### config.mk
export PLATFORM = sky130hd
export DESIGN_NAME = bu_redirect_ctl
export DESIGN_NICKNAME = d
export VERILOG_FILES = /design/src/rtl/bu_redirect_ctl.sv
export SDC_FILE = /design/constraint.sdc
export NUM_CORES = 1
export LEC_CHECK = 0
export CAP_MARGIN = 40
export CORE_AREA = 10 10 172 174
export DETAILED_ROUTE_END_ITERATION = 16
export DIE_AREA = 0 0 182 184
export HOLD_SLACK_MARGIN = 0.02
export PLACE_DENSITY = 0.61
export SKIP_CTS_REPAIR_TIMING = 1
export SLEW_MARGIN = 20
export SYNTH_ARGS = -nofsm -noshare
export SYNTH_HDL_FRONTEND = slang
export SYNTH_SLANG_ARGS = --single-unit
### constraint.sdc
create_clock -name clk -period 8.26 [get_ports clk]
set_input_delay 0.826 -clock clk [delete_from_list [all_inputs] [get_ports clk]]
set_output_delay 0.826 -clock clk [all_outputs]
set_load 0.05 [all_outputs]
### src/rtl/bu_redirect_ctl.sv
// bu_redirect_ctl: sits downstream of the branch unit. It detects PC redirects
// (fetch always predicts pc+4), flushes the back end for a fixed number of
// cycles, then offers the corrected PC to fetch over a valid/ready handshake.
// It also owns the architectural privilege level, a sticky fault flag for
// illegal user jumps into the supervisor region, and a saturating mispredict
// counter.
module bu_redirect_ctl #(
    parameter int                    DATA_WIDTH   = 64,
    parameter int                    FLUSH_CYCLES = 2,
    parameter logic [DATA_WIDTH-1:0] RESET_PC     = {DATA_WIDTH{1'b0}},
    parameter logic [DATA_WIDTH-1:0] PRIV_START   = DATA_WIDTH'(64'h0000_0000_8000_0000),
    parameter int                    CNT_WIDTH    = 32
) (
    input  logic                  clk,
    input  logic                  rst,
    input  logic                  retire_i,
    input  logic [DATA_WIDTH-1:0] pc_i,
    input  logic [DATA_WIDTH-1:0] result_pc_i,
    input  logic                  result_pc_vld_i,
    input  logic                  is_ecall_i,
    input  logic                  is_eret_i,
    input  logic                  fetch_ready_i,
    output logic                  flush_o,
    output logic                  fetch_stall_o,
    output logic                  redirect_vld_o,
    output logic [DATA_WIDTH-1:0] redirect_pc_o,
    output logic                  cpl_o,
    output logic                  fault_o,
    output logic [CNT_WIDTH-1:0]  mispredict_cnt_o
);

    localparam int FC_W = (FLUSH_CYCLES > 1) ? $clog2(FLUSH_CYCLES) : 1;
    localparam logic CPL_USER = 1'b0;
    localparam logic CPL_SUPV = 1'b1;

    typedef enum logic [1:0] {
        ST_IDLE     = 2'd0,
        ST_FLUSH    = 2'd1,
        ST_REDIRECT = 2'd2,
        ST_HALT     = 2'd3
    } state_t;

    // Counter increment that sticks at all-ones instead of wrapping.
    function automatic logic [CNT_WIDTH-1:0] sat_inc(input logic [CNT_WIDTH-1:0] v);
        if (&v) begin
            return v;
        end else begin
            return v + CNT_WIDTH'(1);
        end
    endfunction

    state_t                r_state;
    state_t                w_next_state;
    logic [FC_W-1:0]       r_flush_cnt;
    logic [DATA_WIDTH-1:0] r_tgt;
    logic                  r_cpl;
    logic                  r_fault;
    logic [CNT_WIDTH-1:0]  r_cnt;
    logic                  r_flush;
    logic                  r_stall;
    logic                  r_vld;
    logic [DATA_WIDTH-1:0] r_pc;

    logic                  w_flush_nxt;
    logic                  w_stall_nxt;
    logic                  w_vld_nxt;
    logic [DATA_WIDTH-1:0] w_pc_nxt;

    // Only a retire seen in IDLE is architecturally meaningful; anything
    // retiring while the back end is being flushed is dropped.
    logic                  w_retire_idle;
    logic                  w_ctrl;
    logic [DATA_WIDTH-1:0] w_seq_pc;
    logic                  w_fault;
    logic                  w_redirect;

    assign w_retire_idle = retire_i && (r_state == ST_IDLE);
    assign w_ctrl        = w_retire_idle && result_pc_vld_i;
    assign w_seq_pc      = pc_i + DATA_WIDTH'(4);
    // Fault wins over redirect; ECALL is the legal way into supervisor code.
    assign w_fault       = w_ctrl && (r_cpl == CPL_USER) && !is_ecall_i &&
                           (result_pc_i >= PRIV_START);
    assign w_redirect    = w_ctrl && !w_fault &&
                           ((result_pc_i != w_seq_pc) || is_ecall_i || is_eret_i);

    // Next-state decision for the redirect sequencer.
    always_comb begin
        w_next_state = r_state;
        case (r_state)
            ST_IDLE: begin
                if (w_fault) begin
                    w_next_state = ST_HALT;
                end else if (w_redirect) begin
                    w_next_state = ST_FLUSH;
                end else begin
                    w_next_state = ST_IDLE;
                end
            end
            ST_FLUSH: begin
                if (r_flush_cnt == FC_W'(0)) begin
                    w_next_state = ST_REDIRECT;
                end else begin
                    w_next_state = ST_FLUSH;
                end
            end
            ST_REDIRECT: begin
                if (fetch_ready_i) begin
                    w_next_state = ST_IDLE;
                end else begin
                    w_next_state = ST_REDIRECT;
                end
            end
            ST_HALT: begin
                w_next_state = ST_HALT;
            end
            default: begin
                w_next_state = ST_HALT;
            end
        endcase
    end

    // Output decode from the next state so the outputs can be registered
    // and still line up with the state they describe.
    always_comb begin
        w_flush_nxt = 1'b0;
        w_stall_nxt = 1'b0;
        w_vld_nxt   = 1'b0;
        w_pc_nxt    = {DATA_WIDTH{1'b0}};
        case (w_next_state)
            ST_IDLE: begin
                w_flush_nxt = 1'b0;
            end
            ST_FLUSH: begin
                w_flush_nxt = 1'b1;
                w_stall_nxt = 1'b1;
            end
            ST_REDIRECT: begin
                w_stall_nxt = 1'b1;
                w_vld_nxt   = 1'b1;
                // Target is always latched on the IDLE->FLUSH edge, before
                // REDIRECT can be entered, so r_tgt is already final here.
                w_pc_nxt    = (w_redirect) ? result_pc_i : r_tgt;
            end
            ST_HALT: begin
                w_flush_nxt = 1'b1;
                w_stall_nxt = 1'b1;
            end
            default: begin
                w_flush_nxt = 1'b1;
                w_stall_nxt = 1'b1;
            end
        endcase
    end

    // State register and registered outputs; reset restarts fetch at RESET_PC.
    always_ff @(posedge clk) begin
        if (rst) begin
            r_state <= ST_REDIRECT;
            r_flush <= 1'b0;
            r_stall <= 1'b1;
            r_vld   <= 1'b1;
            r_pc    <= RESET_PC;
        end else begin
            r_state <= w_next_state;
            r_flush <= w_flush_nxt;
            r_stall <= w_stall_nxt;
            r_vld   <= w_vld_nxt;
            r_pc    <= w_pc_nxt;
        end
    end

    // Datapath state: target latch, flush countdown, privilege, fault, counter.
    always_ff @(posedge clk) begin
        if (rst) begin
            r_tgt       <= RESET_PC;
            r_flush_cnt <= FC_W'(0);
            r_cpl       <= CPL_SUPV;
            r_fault     <= 1'b0;
            r_cnt       <= {CNT_WIDTH{1'b0}};
        end else begin
            if (w_redirect) begin
                r_tgt       <= result_pc_i;
                r_flush_cnt <= FC_W'(FLUSH_CYCLES - 1);
                r_cnt       <= sat_inc(r_cnt);
            end else if ((r_state == ST_FLUSH) && (r_flush_cnt != FC_W'(0))) begin
                r_flush_cnt <= r_flush_cnt - FC_W'(1);
            end else begin
                r_flush_cnt <= r_flush_cnt;
            end
            // ECALL takes precedence when both privilege flags are set.
            if (w_retire_idle && is_ecall_i) begin
                r_cpl <= CPL_SUPV;
            end else if (w_retire_idle && is_eret_i) begin
                r_cpl <= CPL_USER;
            end else begin
                r_cpl <= r_cpl;
            end
            if (w_fault) begin
                r_fault <= 1'b1;
            end else begin
                r_fault <= r_fault;
            end
        end
    end

    assign flush_o          = r_flush;
    assign fetch_stall_o    = r_stall;
    assign redirect_vld_o   = r_vld;
    assign redirect_pc_o    = r_pc;
    assign cpl_o            = r_cpl;
    assign fault_o          = r_fault;
    assign mispredict_cnt_o = r_cnt;

endmodule

## Word-level counts from Yosys, hierarchy flattened

Cells that the tools add are included.

- Register bits after elaboration: 168
- Input port bits: 135
- Logic and storage cells: 57

- $add $sub $neg: 3
- Order comparisons: 1
- Eq/ne operators: 7
- Multiplexer cells: 11
- Bitwise gates (word level): 3
- Reduce and logical (&&, ||, !) cells: 22

Operator list:

| kind | count |
|---|---|
| $add A64 B3 Y64 const B | 1 |
| $ge A64 B32 Y1 const B | 1 |
| $mux W64 | 1 |
| $ne A64 B64 Y1 | 1 |
| $add A32 B1 Y32 const B | 1 |
| $reduce_and A32 Y1 | 1 |
| $logic_and A1 B1 Y1 | 10 |
| $eq A2 B2 Y1 const B | 4 |
| $pmux W2 S4 | 1 |
| $mux W1 | 6 |
| $mux W2 | 3 |
| $reduce_or A2 Y1 | 3 |
| $eq A2 B1 Y1 const B | 2 |
| $not A1 Y1 | 3 |
| $reduce_or A3 Y1 | 1 |
| $logic_not A1 Y1 | 2 |
| $logic_not A2 Y1 | 1 |
| $logic_or A1 B1 Y1 | 2 |
| $reduce_and A2 Y1 | 1 |
| $reduce_bool A2 Y1 | 1 |
| $sub A1 B1 Y1 const B | 1 |

## Logic depth before layout (Yosys ltp)

- Depth in word-level cells: 15
- Gate-level depth with buffers: 14
- Gate-level depth less buffers: 11

## Worst setup path before layout

Ideal clock, no wire load.

- Kind: input to register
- Start point: input pc_i[2]
- End point: register r_stall (netlist: fetch_stall_o)
- Library setup time: 127 ps
- Data arrival time: 3656 ps
- Data required time: 8133 ps
- Slack: 4477 ps
- Stages on the path: 12
- Path through: ha_1 -> inv_1 -> or4_4 -> nor4_4 -> nor4b_4 -> a2bb2o_4 -> or3_1 -> nor3_2 -> and4_4 -> buf_6 -> nor2_2 -> or3_1

- Cells in the longest elaborated chain, start to end: 11
- Elaborated cells on any way between the ends: 13
- Classes of those cells: add/sub (1); eq/ne (4); mux (4); reduce/logical (4)

Ends and longest elaborated chain:

| what | RTL line | text |
|---|---|---|
| start: declaration | 17 | `input logic [DATA_WIDTH-1:0] pc_i,` |
| $add A64 B3 Y64 (*) | 79 | `assign w_seq_pc = pc_i + DATA_WIDTH'(4);` |
| $ne A64 B64 Y1 (*) | 84 | `((result_pc_i != w_seq_pc) \|\| is_ecall_i \|\| is_eret_i);` |
| $logic_or A1 B1 Y1 (*) (2 in a row) | 84 |  |
| $logic_and A1 B1 Y1 (*) | 83 | `assign w_redirect = w_ctrl && !w_fault &&` |
| $mux W1 (*) | 93 | `end else if (w_redirect) begin` |
| $mux W2 (*) | 91 | `if (w_fault) begin` |
| $pmux W2 S4 (*) | 89 | `case (r_state)` |
| $eq A2 B2 Y1 or $eq A2 B1 Y1 (tied branches) | 129 | `case (w_next_state)` |
| $reduce_or A3 Y1 (no line) (*) | - |  |
| $mux W1 (*) | 129 |  |
| end signal: assignment | 166 | `r_stall <= w_stall_nxt;` |
| end: declaration | 60 | `logic r_stall;` |

Every way passes the cells marked *; elsewhere a longest branch is shown, timed or not.
A chain may end at the register's enable or synchronous reset.

## Final worst setup path

- Start point: input pc_i[2]
- End point: register r_tgt[18]

- Cells in the longest elaborated chain, start to end: 6

Ends and longest elaborated chain:

| what | RTL line | text |
|---|---|---|
| $add A64 B3 Y64 | 79 |  |
| $ne A64 B64 Y1 | 84 |  |
| $logic_or A1 B1 Y1 (2 in a row) | 84 |  |
| $logic_and A1 B1 Y1 | 83 |  |
| $mux W64 | - |  |
| end signal: assignment | 182 | `r_tgt <= result_pc_i;` |
| end: declaration | 55 | `logic [DATA_WIDTH-1:0] r_tgt;` |

No other way between the ends.

==> PnR_summary.wiki <==
{| class="wikitable"
! Metric !! Value
|-
| Result of the run || finished clean
|-
| Via count || 8357
|-
| Most numerous cell in the Yosys netlist || sky130_fd_sc_hd__dfxtp_1
|-
| Post-synthesis to final-layout area growth || 35.5%
|-
| Final estimated routing congestion in global placement || 0.930
|-
| Clock buffer depth || 2
|-
| Cell area after placement || 11600 µm²
|-
| Terminus of the critical flop-to-flop path || mispredict_cnt_o[21]
|-
| Highest Clock Rate || 0.211 GHz
|-
| Commonest cells post-synth || sky130_fd_sc_hd__dfxtp_1, sky130_fd_sc_hd__nand2_1, sky130_fd_sc_hd__and2_1, sky130_fd_sc_hd__mux2i_1, sky130_fd_sc_hd__xnor2_1
|-
| Mapped cell area || 9040 µm²
|-
| Number of global-route vias before repair || 8383
|-
| Switching Power || 531 µW
|-
| Sequential element share of the synthesized area || 0.370
|-
| Final hold slack || 444 ps
|-
| Worst slew slack as a fraction of its limit || 0.439
|-
| Number of buffers inserted during clock tree synthesis || 17
|-
| Detailed Routing Iterations Pass 1 || 5
|-
| Post-Synthesis Mean Instance Area || 8.66 µm²
|-
| Number of nets with antenna violations after detailed routing || 0
|-
| CTS tree || yes
|-
| Power Density || 161 nW/µm²
|-
| Clock network latency to the later pin of the worst-skew pair || 430 ps
|-
| Number of max-cap violations || 0
|-
| Portion of the clock cycle consumed by the worst path in the final layout || 0.573
|-
| Die outline width || 182 µm
|-
| Worst reg2reg path depth || 11
|-
| Portion of synthesized cell area occupied by the leading cell type || 0.370
|-
| Number of distinct library cells after synthesis || 76
|-
| H-tree depth || 4
|-
| Cell count after synthesis || 1044
|-
| Cell chain of the critical path || clkdlybuf4s50_1, ha_1, inv_1, nor2_1, nand3_1, or4b_1, a2bb2o_4, a211oi_1, nand4_1, o21ai_2, buf_4, nor2_4, buf_4, mux2i_1
|-
| Critical path data required time || 8540 ps
|-
| Slew at the pin closest to its max-slew limit || 834 ps
|-
| First-pass GRT wire length || 49.2 mm
|-
| Grt ovf || 0
|-
| Critical path's slowest cell || sky130_fd_sc_hd__clkdlybuf4s50_1
|-
| WL final || 31.3 mm
|-
| DRT iter0 DRCs || 534
|-
| Die area || 33500 µm²
|-
| Standby leakage power || 4.21 nW
|-
| Cell type contributing the most total cell area after synthesis || sky130_fd_sc_hd__dfxtp_1
|-
| Global router's overall resource usage || 0.183
|-
| Arrival time reported for the critical path endpoint || 5020 ps
|-
| Minimum clock period || 4740 ps
|-
| Placement Rows || 59
|-
| Worst flop-to-flop path startpoint || mispredict_cnt_o[13]
|-
| Finish-stage setup viols || 0
|-
| Summed area of non-filler cells in the final layout || 12300 µm²
|-
| Placeable core region || 25900 µm²
|-
| Worst path max stage delay || 650 ps
|-
| Vias per inst || 5.22
|-
| Ys flop type || sky130_fd_sc_hd__dfxtp_1
|-
| Setup Skew || 12.6 ps
|-
| Crit-path max FO || 39
|-
| Clk network pwr share || 0.434
|-
| RSZ-0062 raised after global routing || false
|-
| Average wire per cell in the routed design || 19.5 µm
|-
| Final hold violations || 0
|-
| Largest net degree at the start of global routing || 69
|-
| I/O pins || 236
|-
| Cell type with the highest occurrence count on the critical path || sky130_fd_sc_hd__buf_4
|-
| Sink Count || 167
|-
| Peak supply drop || 0.124 mV
|-
| Syn nets || 1181
|-
| Initial Util || 0.349
|-
| Worst Hold Path EP || redirect_pc_o[54]
|-
| Nature of the critical path endpoint || flip-flop
|-
| Root buf cell || sky130_fd_sc_hd__clkbuf_16
|-
| Kind of critical path || primary input to flip-flop
|-
| Synthesis Warnings || 0
|-
| Combinational share of power || 0.147
|-
| Clock edge transition at the registers on the reported setup and hold paths || 70 ps
|-
| Sequential share of power || 0.418
|-
| Drc violations || 0
|-
| Share of the core filled with cells || 0.473
|-
| I/O Buffers || 235
|-
| Min-Delay Path Depth || 1
|-
| Startpoint type of the worst setup path || primary input
|-
| R2R Setup Slk || 5450 ps
|-
| Pins over their slew limit || 0
|-
| Synth top area cells || sky130_fd_sc_hd__dfxtp_1, sky130_fd_sc_hd__mux2i_1, sky130_fd_sc_hd__nand2_1, sky130_fd_sc_hd__xnor2_1, sky130_fd_sc_hd__and2_1
|-
| Internal portion of total power || 1.44 mW
|-
| Final nets || 1389
|-
| Type of the tightest min-delay check || flip-flop to flip-flop
|-
| Async set or reset register ratio after synthesis || 0
|-
| Setup TNS Final || 0 ps
|-
| Antenna violations before repair || 2
|-
| Switching Share || 0.269
|-
| Origin of the worst min-delay path || r_tgt[54]
|-
| Post-synth EDFFs || 0
|-
| Total power draw || 1.97 mW
|-
| Half-perimeter wire length after placement || 24.6 mm
|-
| Fraction of final layout cells sized beyond drive strength 1 || 0.0570
|-
| Height of the die || 184 µm
|-
| Number of synthesized register bits || 167
|}
## kinds of logic after synthesis
family / count (synthesis) / synth area share
buf+inv: 67 / 0.0357
xor+xnor: 96 / 0.0945
simple gates: 530 / 0.330
mux: 78 / 0.0876
compound gates: 104 / 0.0804
flops: 167 / 0.370
fa+ha+maj: 2 / 0.00277
## power groups by stage
| stage | clock network (mW) | logic (mW) | registers, mW |
|---|---|---|---|
| 2_1_floorplan | 0 | 0.133 | 0.854 |
| 3_3_place_gp | 0 | 0.290 | 0.843 |
| 3_5_place_dp | 0 | 0.289 | 0.843 |
| 4_1_cts | 0.873 | 0.291 | 0.825 |
| 5_1_grt | 0.914 | 0.313 | 0.826 |
| 6_report | 0.856 | 0.290 | 0.825 |
## final cells by class
cell class,instances,area (µm²)
fillers,2517,13700
flip-flops and latches,167,3340
clock buffers,18,439
multi-input cells,810,5400
repair buffers,244,2420
inverters,12,47.5
clock inverters,13,181
well taps,335,419
diodes,2,5.00
## sequential cells by signal (all words and copies together) (netlist names)
signal and flops:
fault_o 1, r_state 1, cpl_o 1, r_tgt 64
redirect_pc_o 64, flush_o 1, fetch_stall_o 1, r_flush_cnt 1
redirect_vld_o 1, mispredict_cnt_o 32
## worst max-delay path: cells and delay by family
kind / cells / cell delay (ps)
AND/OR/NAND/NOR: 5 / 1650
buffers and inverters: 4 / 1460
AO/OA/AOI/OAI: 3 / 570
adder cells (fa/ha/maj): 1 / 270
multiplexers: 1 / 190
## worst max-delay path by stage
stage               depth (start not counted)       endpoint    start  slack, ps
floorplan                                  12  fetch_stall_o  pc_i[2]       4480
global placement                           14    r_flush_cnt  pc_i[2]       3110
detailed placement                         14    r_flush_cnt  pc_i[2]       3140
CTS                                        14      r_tgt[18]  pc_i[2]       3570
global route                               13      r_tgt[30]  pc_i[8]       3210
finish                                     14      r_tgt[18]  pc_i[2]       3520
## routing by layer
layer  share of wire  wire [µm]  track usage  vias to the layer above
met1            0.45      14000        0.230                     3908
met4           0.017        541       0.0514                        0
met3           0.070       2200       0.0553                       31
met5               0          0            0                        -
li1                -          -            -                     4180
met2            0.47      14600        0.299                      238
## cell usage in the layout (no fill, tap or decap), types with 11 or more instances in the layout
cell type,synthesis,final
sky130_fd_sc_hd__xor2_1,30,30
sky130_fd_sc_hd__and2_1,69,69
sky130_fd_sc_hd__inv_1,11,11
sky130_fd_sc_hd__dfxtp_1,167,167
sky130_fd_sc_hd__and4_1,18,18
sky130_fd_sc_hd__or4_1,21,21
sky130_fd_sc_hd__xnor2_1,65,65
sky130_fd_sc_hd__o21ai_0,14,14
sky130_fd_sc_hd__nand2_1,164,164
sky130_fd_sc_hd__nand4_1,39,39
sky130_fd_sc_hd__clkbuf_16,0,17
sky130_fd_sc_hd__and3_1,22,22
sky130_fd_sc_hd__nor4_1,28,28
sky130_fd_sc_hd__nand3_1,42,42
sky130_fd_sc_hd__o31ai_1,16,16
sky130_fd_sc_hd__clkdlybuf4s50_1,0,235
sky130_fd_sc_hd__nor2_1,39,37
sky130_fd_sc_hd__nor3_1,27,27
sky130_fd_sc_hd__mux2i_1,69,69
sky130_fd_sc_hd__a21oi_1,29,29
sky130_fd_sc_hd__or3_1,13,13
## metrics by stage
step / setup WS, ps / cells
2_1_floorplan: 4480 / 1044
3_3_place_gp: 3110 / 1568
3_5_place_dp: 3140 / 1568
4_1_cts: 3570 / 1599
5_1_grt: 3210 / 1601
6_report: 3520 / 1601
Note: power is estimated with default switching activity, not from simulation.
